`src/rtl/parity_frame_if.sv`:
```
// Bit-serial frame bundle between the UART shifters and the parity engine.
// master: UART side drives bits/config; slave: engine returns parity/status.
interface parity_frame_if #(
    parameter int ERR_CNT_WIDTH = 8
);
    logic [2:0]               parity_type;
    logic                     frame_start;
    logic                     bit_valid;
    logic                     bit_in;
    logic                     err_clr;
    logic                     busy;
    logic                     parity_bit;
    logic                     parity_bit_vld;
    logic                     frame_done;
    logic                     parity_err;
    logic [ERR_CNT_WIDTH-1:0] err_count;

    modport master (
        output parity_type,
        output frame_start,
        output bit_valid,
        output bit_in,
        output err_clr,
        input  busy,
        input  parity_bit,
        input  parity_bit_vld,
        input  frame_done,
        input  parity_err,
        input  err_count
    );

    modport slave (
        input  parity_type,
        input  frame_start,
        input  bit_valid,
        input  bit_in,
        input  err_clr,
        output busy,
        output parity_bit,
        output parity_bit_vld,
        output frame_done,
        output parity_err,
        output err_count
    );
endinterface

```
`src/rtl/parity_frame_engine.sv`:
```
// Serial parity generator/checker for the UART TX/RX datapath.
// Ports: clk, reset_n (async, active-low), bus (parity_frame_if.slave):
//   in : parity_type, frame_start, bit_valid, bit_in, err_clr
//   out: busy, parity_bit, parity_bit_vld, frame_done, parity_err, err_count
module parity_frame_engine #(
    parameter int DATA_WIDTH    = 8,
    parameter int ERR_CNT_WIDTH = 8
) (
    input  logic           clk,
    input  logic           reset_n,
    parity_frame_if.slave  bus
);

    localparam int CNT_W = $clog2(DATA_WIDTH + 1);
    localparam logic [CNT_W-1:0] LAST_BIT = CNT_W'(DATA_WIDTH - 1);

    localparam logic [2:0] P_NONE  = 3'b000;
    localparam logic [2:0] P_ODD   = 3'b001;
    localparam logic [2:0] P_EVEN  = 3'b010;
    localparam logic [2:0] P_SPACE = 3'b100;

    typedef enum logic [1:0] {
        IDLE   = 2'd0,
        DATA   = 2'd1,
        PARITY = 2'd2
    } state_t;

    state_t                   state_q, state_n;
    logic                     acc_q, acc_n;
    logic [CNT_W-1:0]         cnt_q, cnt_n;
    logic [2:0]               cfg_q, cfg_n;
    logic                     done_n, err_n;
    logic                     exp_n;
    logic                     exp_cur;

    logic                     busy_q;
    logic                     pbit_q;
    logic                     pvld_q;
    logic                     done_q;
    logic                     err_q;
    logic [ERR_CNT_WIDTH-1:0] ecnt_q;

    // MARK, NONE and the reserved codes all resolve to a 1 bit.
    function automatic logic exp_parity(input logic acc, input logic [2:0] cfg);
        logic r;
        r = 1'b1;
        case (cfg)
            P_ODD:   r = ~acc;
            P_EVEN:  r = acc;
            P_SPACE: r = 1'b0;
            default: r = 1'b1;
        endcase
        return r;
    endfunction

    assign exp_cur = exp_parity(acc_q, cfg_q);

    always_comb begin
        state_n = state_q;
        acc_n   = acc_q;
        cnt_n   = cnt_q;
        cfg_n   = cfg_q;
        done_n  = 1'b0;
        err_n   = 1'b0;
        // A start pulse restarts from any state and swallows that cycle's bit.
        if (bus.frame_start) begin
            state_n = DATA;
            acc_n   = 1'b0;
            cnt_n   = '0;
            cfg_n   = bus.parity_type;
        end else begin
            case (state_q)
                DATA: begin
                    if (bus.bit_valid) begin
                        acc_n = acc_q ^ bus.bit_in;
                        cnt_n = cnt_q + 1'b1;
                        if (cnt_q == LAST_BIT) begin
                            if (cfg_q == P_NONE) begin
                                state_n = IDLE;
                                done_n  = 1'b1;
                            end else begin
                                state_n = PARITY;
                            end
                        end
                    end
                end
                PARITY: begin
                    if (bus.bit_valid) begin
                        state_n = IDLE;
                        done_n  = 1'b1;
                        err_n   = (bus.bit_in != exp_cur);
                    end
                end
                default: begin
                    state_n = IDLE;
                end
            endcase
        end
    end

    assign exp_n = exp_parity(acc_n, cfg_n);

    always_ff @(posedge clk or negedge reset_n) begin
        if (!reset_n) begin
            state_q <= IDLE;
            acc_q   <= 1'b0;
            cnt_q   <= '0;
            cfg_q   <= P_NONE;
            busy_q  <= 1'b0;
            pbit_q  <= 1'b1;
            pvld_q  <= 1'b0;
            done_q  <= 1'b0;
            err_q   <= 1'b0;
        end else begin
            state_q <= state_n;
            acc_q   <= acc_n;
            cnt_q   <= cnt_n;
            cfg_q   <= cfg_n;
            busy_q  <= (state_n != IDLE);
            pvld_q  <= (state_n == PARITY);
            pbit_q  <= (state_n == PARITY) ? exp_n : 1'b1;
            done_q  <= done_n;
            err_q   <= err_n;
        end
    end

    // Saturating error count; a clear beats a same-cycle increment.
    always_ff @(posedge clk or negedge reset_n) begin
        if (!reset_n) begin
            ecnt_q <= '0;
        end else if (bus.err_clr) begin
            ecnt_q <= '0;
        end else if (err_n && !(&ecnt_q)) begin
            ecnt_q <= ecnt_q + 1'b1;
        end
    end

    assign bus.busy           = busy_q;
    assign bus.parity_bit     = pbit_q;
    assign bus.parity_bit_vld = pvld_q;
    assign bus.frame_done     = done_q;
    assign bus.parity_err     = err_q;
    assign bus.err_count      = ecnt_q;

endmodule

```
`src/flat_wrapper.sv`:
```
// flat-port wrapper written by rule: the top's interface ports become plain ports
module parity_frame_engine_flat 
#(
    parameter int DATA_WIDTH    = 8,
    parameter int ERR_CNT_WIDTH = 8
)
  (clk, reset_n, bus_parity_type, bus_frame_start, bus_bit_valid, bus_bit_in, bus_err_clr, bus_busy, bus_parity_bit, bus_parity_bit_vld, bus_frame_done, bus_parity_err, bus_err_count);
  parity_frame_if #(.ERR_CNT_WIDTH(ERR_CNT_WIDTH)) bus_i ();
  input  logic clk;
  input  logic reset_n;
  input wire logic [$bits(bus_i.parity_type)-1:0] bus_parity_type;
  input wire logic [$bits(bus_i.frame_start)-1:0] bus_frame_start;
  input wire logic [$bits(bus_i.bit_valid)-1:0] bus_bit_valid;
  input wire logic [$bits(bus_i.bit_in)-1:0] bus_bit_in;
  input wire logic [$bits(bus_i.err_clr)-1:0] bus_err_clr;
  output wire logic [$bits(bus_i.busy)-1:0] bus_busy;
  output wire logic [$bits(bus_i.parity_bit)-1:0] bus_parity_bit;
  output wire logic [$bits(bus_i.parity_bit_vld)-1:0] bus_parity_bit_vld;
  output wire logic [$bits(bus_i.frame_done)-1:0] bus_frame_done;
  output wire logic [$bits(bus_i.parity_err)-1:0] bus_parity_err;
  output wire logic [$bits(bus_i.err_count)-1:0] bus_err_count;
  assign bus_i.parity_type = bus_parity_type;
  assign bus_i.frame_start = bus_frame_start;
  assign bus_i.bit_valid = bus_bit_valid;
  assign bus_i.bit_in = bus_bit_in;
  assign bus_i.err_clr = bus_err_clr;
  assign bus_busy = bus_i.busy;
  assign bus_parity_bit = bus_i.parity_bit;
  assign bus_parity_bit_vld = bus_i.parity_bit_vld;
  assign bus_frame_done = bus_i.frame_done;
  assign bus_parity_err = bus_i.parity_err;
  assign bus_err_count = bus_i.err_count;
  parity_frame_engine #(.DATA_WIDTH(DATA_WIDTH), .ERR_CNT_WIDTH(ERR_CNT_WIDTH)) u_core (.clk(clk), .reset_n(reset_n), .bus(bus_i));
endmodule
```
`config.mk`:
```
export PLATFORM = sky130hd
export DESIGN_NAME = parity_frame_engine_flat
export DESIGN_NICKNAME = d
export VERILOG_FILES = /design/src/rtl/parity_frame_if.sv /design/src/rtl/parity_frame_engine.sv /design/src/flat_wrapper.sv
export SDC_FILE = /design/constraint.sdc
export NUM_CORES = 1
export LEC_CHECK = 0
export ABC_AREA = 1
export CAP_MARGIN = 20
export CORE_UTILIZATION = 45
export CTS_BUF_LIST = sky130_fd_sc_hd__clkbuf_8
export DETAILED_ROUTE_END_ITERATION = 7
export PLACE_DENSITY = 0.74
export SYNTH_ARGS = -nofsm -noshare
export SYNTH_HDL_FRONTEND = slang
export SYNTH_SLANG_ARGS = --single-unit
```
`constraint.sdc`:
```
create_clock -name clk -period 2.87 [get_ports clk]
set_clock_uncertainty 0.15 [all_clocks]
set_input_delay 0.861 -clock clk [delete_from_list [all_inputs] [get_ports clk]]
set_output_delay 0.861 -clock clk [all_outputs]
set_load 0.1 [all_outputs]
```
==> impl_results.md, run 1 <==
- Die W: between 50 and 60 um
- Most frequent cell after synthesis: nand2_1
- Core area: around 2600 um2
- Hold Crit Start: u_core.cfg_q[0]$_DFF_PN0_
- Total CTS buffers: 3
- Hold slack: slightly above 0.4 ns
- Clock Path Buffers: 2
- DRC: 0
- Clock Sinks: 23
- Total of max-cap violations: 0
- Fill count: 238
- Site Rows: 18
- Leading area contributor after synthesis: dfrtp_1
- Dpl cells: between 200 and 250
- Synth Flop Type: dfrtp_1
- Global-route usage over all layers: between 20% and 30%
- CTS tree: done
- Normalized max-slew margin: 70.8%
- Seq/Total Area, Yosys: ~46%
- Fin crit period: about 2.4 ns
- H-tree depth: 1
- Peak VDD IR: between 0.4 and 0.5 mV
- Vias per cell: roughly 5.2
- Worst Path Max Fanout: 10
- Reg2reg start: u_core.bus.err_count[0]$_DFFE_PN0P_
- Layout cell share with drive strength beyond 1: between 10 and 15%
- IO Port Bufs: 21
- CTS root buf: clkbuf_8
- Final ANT Viol Nets: 0
- Power Dens Cells: ~420 nW/um2
- Design area: 1520 um2
- Setup TNS: 0 ns
- # IOs: 22
- WL final: 2550 um
- Worst min path class: reg2reg
- Outcome: finished clean
- Post-synth EDFFs: 0
- Die Y: 55.0 um
- Drt wl/cell: about 12 um
- Largest net degree at the start of global routing: 24
- Hold_buf cts: 0
- Avg Cell Area, Syn: 7.85 um2
- Number of library cell types mapped by synthesis: 28
- Die Area: 3020 um2
- Synth cell count leaders: nand2_1 (48), dfrtp_1 (22), nor2_1 (21), inv_1 (17), nand3_1 (14)
- Synth warn: 0
- Worst setup path class: in2reg
- Worst Max-Slew Pin Slew: 0.437 ns
- Post-CTS resize count: 0
- Global-route wire length before repair: about 4300 um
- Slew Limit Fails: 0
- Antenna diodes: 0
- Max Clk Rate: between 0.4 and 0.5 GHz
- Post-DP Area: roughly 1500 um2
- Finish-stage setup viols: 0
- Vias in the first global route: a little over 1k
- GRT overflow: 0
- Initial DRC Count: 44
- Vias post-DR: between 1k and 1.5k
- Initial antenna violation count: 0
- CP Capture Type: flop
- Fin crit share: between 80% and 90%
- RSZ-0062 raised after global routing: no
- #FFs+latches synth: 23
- Post-CTS Setup Inserts: 0
- Routability cong.: 0.828
- Synthesized area: around 1300 um2
- Ranking of synthesized cells by area: dfrtp_1 (44%), nand2_1 (14%), nor2_1 (6.2%)
- Worst Path Arrival: 2.40 ns
- Clk_lat worst skew: approximately 0.26 ns
- CP required: just under 3 ns
- Detailed Place HPWL: about 1900 um
- CP startpoint: bus_frame_start
- Iteration count of the initial detailed-routing pass: 4
- Leak: about 0.8 nW
- Post-Synthesis Cells: 161
- Startpoint Class: input port
- Final std cells w/o fill: 215
- Starting Density: 49.2%
- Top-area cell type share of the netlist area: roughly 44%
- Clock-pin slew on the worst setup and hold paths: ~0.08 ns
- Area delta synth->final: 19.9%
- Final hold violations: 0
- FFs w/ async S/R, synth: 100%
- Final nets: between 150 and 200
- Post-Syn Nets: roughly 170
-- critical path: stages --
cell and delay [ns]:
clkdlybuf4s50_1 0.74, inv_4 0.09, or2_1 0.23, o21ai_2 0.10, nand3b_2 0.11, nand2_1 0.08, nor2_1 0.04, nor2_1 0.10
nand2_1 0.05
-- layout make-up --
type	count	area [um2]	area share, %
Clock buffer	3	41.3	2.73
Clock inverter	1	3.75	0.248
Inverter	19	73.8	4.87
Multi-Input combinational cell	117	597	39.4
Sequential cell	23	577	38.1
Tap cell	30	37.5	2.48
Timing Repair Buffer	22	185	12.2
-- path summary, 6_finish.rpt --
path                                                             to  slack, ns  cells past startpoint
worst max-delay path                u_core.bus.parity_bit$_DFF_PN1_       0.52                      9
worst min-delay path                      u_core.cfg_q[0]$_DFF_PN0_       0.41                      2
worst max register to register  u_core.bus.err_count[5]$_DFFE_PN0P_       1.14                      8
worst min register to register            u_core.cfg_q[0]$_DFF_PN0_       0.41                      2
max in group asynchronous           u_core.bus.parity_bit$_DFF_PN1_       1.49                      2
min in group asynchronous               u_core.cnt_q[3]$_DFFE_PN0P_       0.80                      2
-- power by group --
part	internal, W	switching (W)	total (W)
registers	0.000335	0.00000948	0.000344
logic	0.0000347	0.0000712	0.000106
clock network	0.0000954	0.0000985	0.000194
total	0.000465	0.000179	0.000644
-- kinds of logic after synthesis --
family | synth area share, %
xor+xnor | 2.77
fa+ha+maj | 3.96
compound gates | 4.95
flops | 45.6
buf+inv | 7.13
simple gates | 35.5
-- sequential cells by signal (all words and copies together), names as in the netlist --
signal and flops:
u_core.bus.parity_bit 1, u_core.cfg_q 3, u_core.bus.busy 1, u_core.bus.parity_err 1
u_core.bus.frame_done 1, u_core.acc_q 1, u_core.bus.err_count 8, u_core.state_q 2
u_core.bus.parity_bit_vld 1, u_core.cnt_q 4
-- through the flow --
step                utilization [%]  setup slack (ns)  total power (W)
detailed placement             57.3             0.237         0.000457
CTS                            59.0             0.516         0.000650
finish                         59.0             0.518         0.000644
global placement               57.3             0.303         0.000454
floorplan                         -             0.560         0.000422
global route                   59.0             0.387         0.000681
-- cells in the final DEF (no fill, tap or decap), types with 3 or more instances in the layout --
cell type,n
nand4_1,5
clkbuf_8,3
nand2_1,48
dfrtp_1,22
ha_1,4
inv_1,18
nor3_1,3
clkdlybuf4s50_1,8
nand3_1,14
nor2_1,21
xor2_1,4
buf_4,14
-- per-layer routing --
layer / routed length [um] / GRT usage [%] / up-vias
met4: 15 / 5.42 / 0
met2: 1130 / 29.7 / 33
li1: - / - / 568
met3: 134 / 6.28 / 2
met1: 1270 / 28.1 / 507
met5: 0 / 0 / -
Power figures use the tool's default switching activity.
==> run 2: changes to the inputs <==
==> constraint.sdc (replaced) <==
create_clock -name clk -period 2.4 [get_ports clk]
set_clock_uncertainty 0.15 [all_clocks]
set_input_delay 0.72 -clock clk [delete_from_list [all_inputs] [get_ports clk]]
set_output_delay 0.72 -clock clk [all_outputs]
set_load 0.1 [all_outputs]
==> run 2 against run 1 <==
Sequential power grew 20%; sequential share of layout area down 3.0 points; clock power up 25%; via count is 3.7% higher; power is 23% higher; first-iteration DRC count down 48%; critical path depth is 2 lower; wire length is 10% higher; worst setup slack got worse by 0.24 ns.
==> impl_results.md, run 2 (same netlist as run 1, synthesis figures left out) <==
- Final nets: between 200 and 250
- Initial antenna violation count: 0
- Site Rows: 18
- Worst min path class: reg2reg
- Final Power: around 0.00079 W
- Sw Pwr: around 0.00023 W
- Starting Density: roughly 49%
- Fin crit period: between 2 and 2.5 ns
- Gate power share: roughly 17%
- WL final: 2810 um
- Max reg flops: 8
- Hold Crit Start: u_core.cnt_q[2]$_DFFE_PN0P_
- Largest net degree at the start of global routing: 24
- Antenna diodes: 0
- Clock Path Buffers: 2
- Power Internal: 0.000565 W
- Reg2reg start: u_core.bus.err_count[0]$_DFFE_PN0P_
- Core area: roughly 2600 um2
- Worst slack, placed: -0.0122 ns
- Sw Ratio: 28.7%
- GRT overflow: 0
- Global-route usage over all layers: 21.7%
- Vias per cell: 5.30
- Max Clk Rate: ~0.47 GHz
- Outcome: finished clean
- Initial DRC Count: 23
- Startpoint Class: input port
- Post-CTS resize count: 0
- CP startpoint: bus_bit_valid
- CTS root buf: clkbuf_8
- RSZ-0062 raised after global routing: no
- Die Area: around 3000 um2
- Layout cell share with drive strength beyond 1: between 10% and 20%
- Fin crit share: 88.3%
- Final ANT Viol Nets: 0
- IO Port Bufs: 21
- Total of max-cap violations: 0
- Post-CTS Setup Inserts: 0
- Clock Sinks: 23
- Peak VDD IR: ~0.52 mV
- Die W: around 55 um
- Die Y: roughly 55 um
- Worst R2R Path Depth: 8
- Drt wl/cell: approximately 13 um
- Seq pwr share: between 50 and 60%
- Total CTS buffers: 3
- CTS tree: done
- CP Capture Type: flop
- # IOs: 22
- Setup ws final: between 0.2 and 0.3 ns
- Fill count: 227
- Routability cong.: between 0.7 and 0.8
- Hold_buf cts: 0
- Leak: roughly 0.84 nW
- Commonest non-fill, non-tap cells in the layout: nand2_1 (48), dfrtp_1 (22), nor2_1 (21), inv_1 (17), nand3_1 (14)
- CP required: between 2 and 2.5 ns
- Clock-pin slew on the worst setup and hold paths: ~0.08 ns
- Area delta synth->final: 30.1%
- Power Dens Cells: 481 nW/um2
- Vias in the first global route: 1044
- Clk pwr share: 30.7%
- Worst setup path class: in2reg
- Worst Path Arrival: approximately 2.2 ns
- Slew Limit Fails: 0
- Finish-stage setup viols: 0
- Global-route wire length before repair: around 4500 um
- H-tree depth: 1
- Hold path depth: 2
- Clk_lat worst skew: around 0.27 ns
- DRC: 0
- Worst Max-Slew Pin Slew: 0.309 ns
- Detailed Place HPWL: 2070 um
- Setup TNS: 0 ns
- Commonest non-fill, non-tap cell in the layout: nand2_1
- Iteration count of the initial detailed-routing pass: 4
- Vias post-DR: 1151
- Final hold violations: 0
- Normalized max-slew margin: roughly four fifths
- Worst Path Max Fanout: 9
-- run 2: worst max-delay path, stage by stage --
cell and delay, ns:
clkdlybuf4s50_1 0.56, nand2_1 0.10, nor2_1 0.23, nand4_4 0.23, nand2_2 0.20, nand2_1 0.08
nand2_1 0.06
-- run 2: worst paths after layout --
check / endpoint / slack [ns]
setup / recovery: u_core.bus.err_count[0]$_DFFE_PN0P_ / 0.28
hold / removal: u_core.cnt_q[2]$_DFFE_PN0P_ / 0.42
setup reg to reg: u_core.bus.err_count[0]$_DFFE_PN0P_ / 0.51
hold reg to reg: u_core.cnt_q[2]$_DFFE_PN0P_ / 0.42
max in group asynchronous: u_core.bus.parity_bit$_DFF_PN1_ / 1.17
min in group asynchronous: u_core.cnt_q[0]$_DFFE_PN0P_ / 0.65
-- run 2: cell type report --
class,count,area (um2),area share (%)
multi-input combinational,117,597,36.3
timing repair buffer,24,313,19.0
sequential,23,577,35.1
clock buffer,3,41.3,2.51
tap,30,37.5,2.28
inverter,19,73.8,4.49
clock inverter,1,5.00,0.304
-- run 2: power groups by stage --
stage	Combinational, W	Sequential (W)	Clock [W]
after global placement	0.000131	0.000420	0
after CTS	0.000137	0.000413	0.000250
after detailed placement	0.000136	0.000420	0
after global routing	0.000151	0.000415	0.000267
after floorplan	0.0000626	0.000442	0
final	0.000136	0.000413	0.000243
-- run 2: per-stage QoR --
step                      utilization (%)  cells  area [um2]  hold slack (ns)
after CTS                            64.0    217        1640            0.416
after global routing                 64.0    217        1640            0.448
final                                64.0    217        1640            0.418
after detailed placement             62.2    213        1600            0.393
after floorplan                         -    161        1260            0.274
after global placement               62.2    213        1600            0.390
-- run 2: per-layer routing --
metal	part of all wire (%)	track usage, %
met5	0	0
met3	3.8	5.74
met1	45	28.0
met4	0.78	5.00
met2	50	35.9
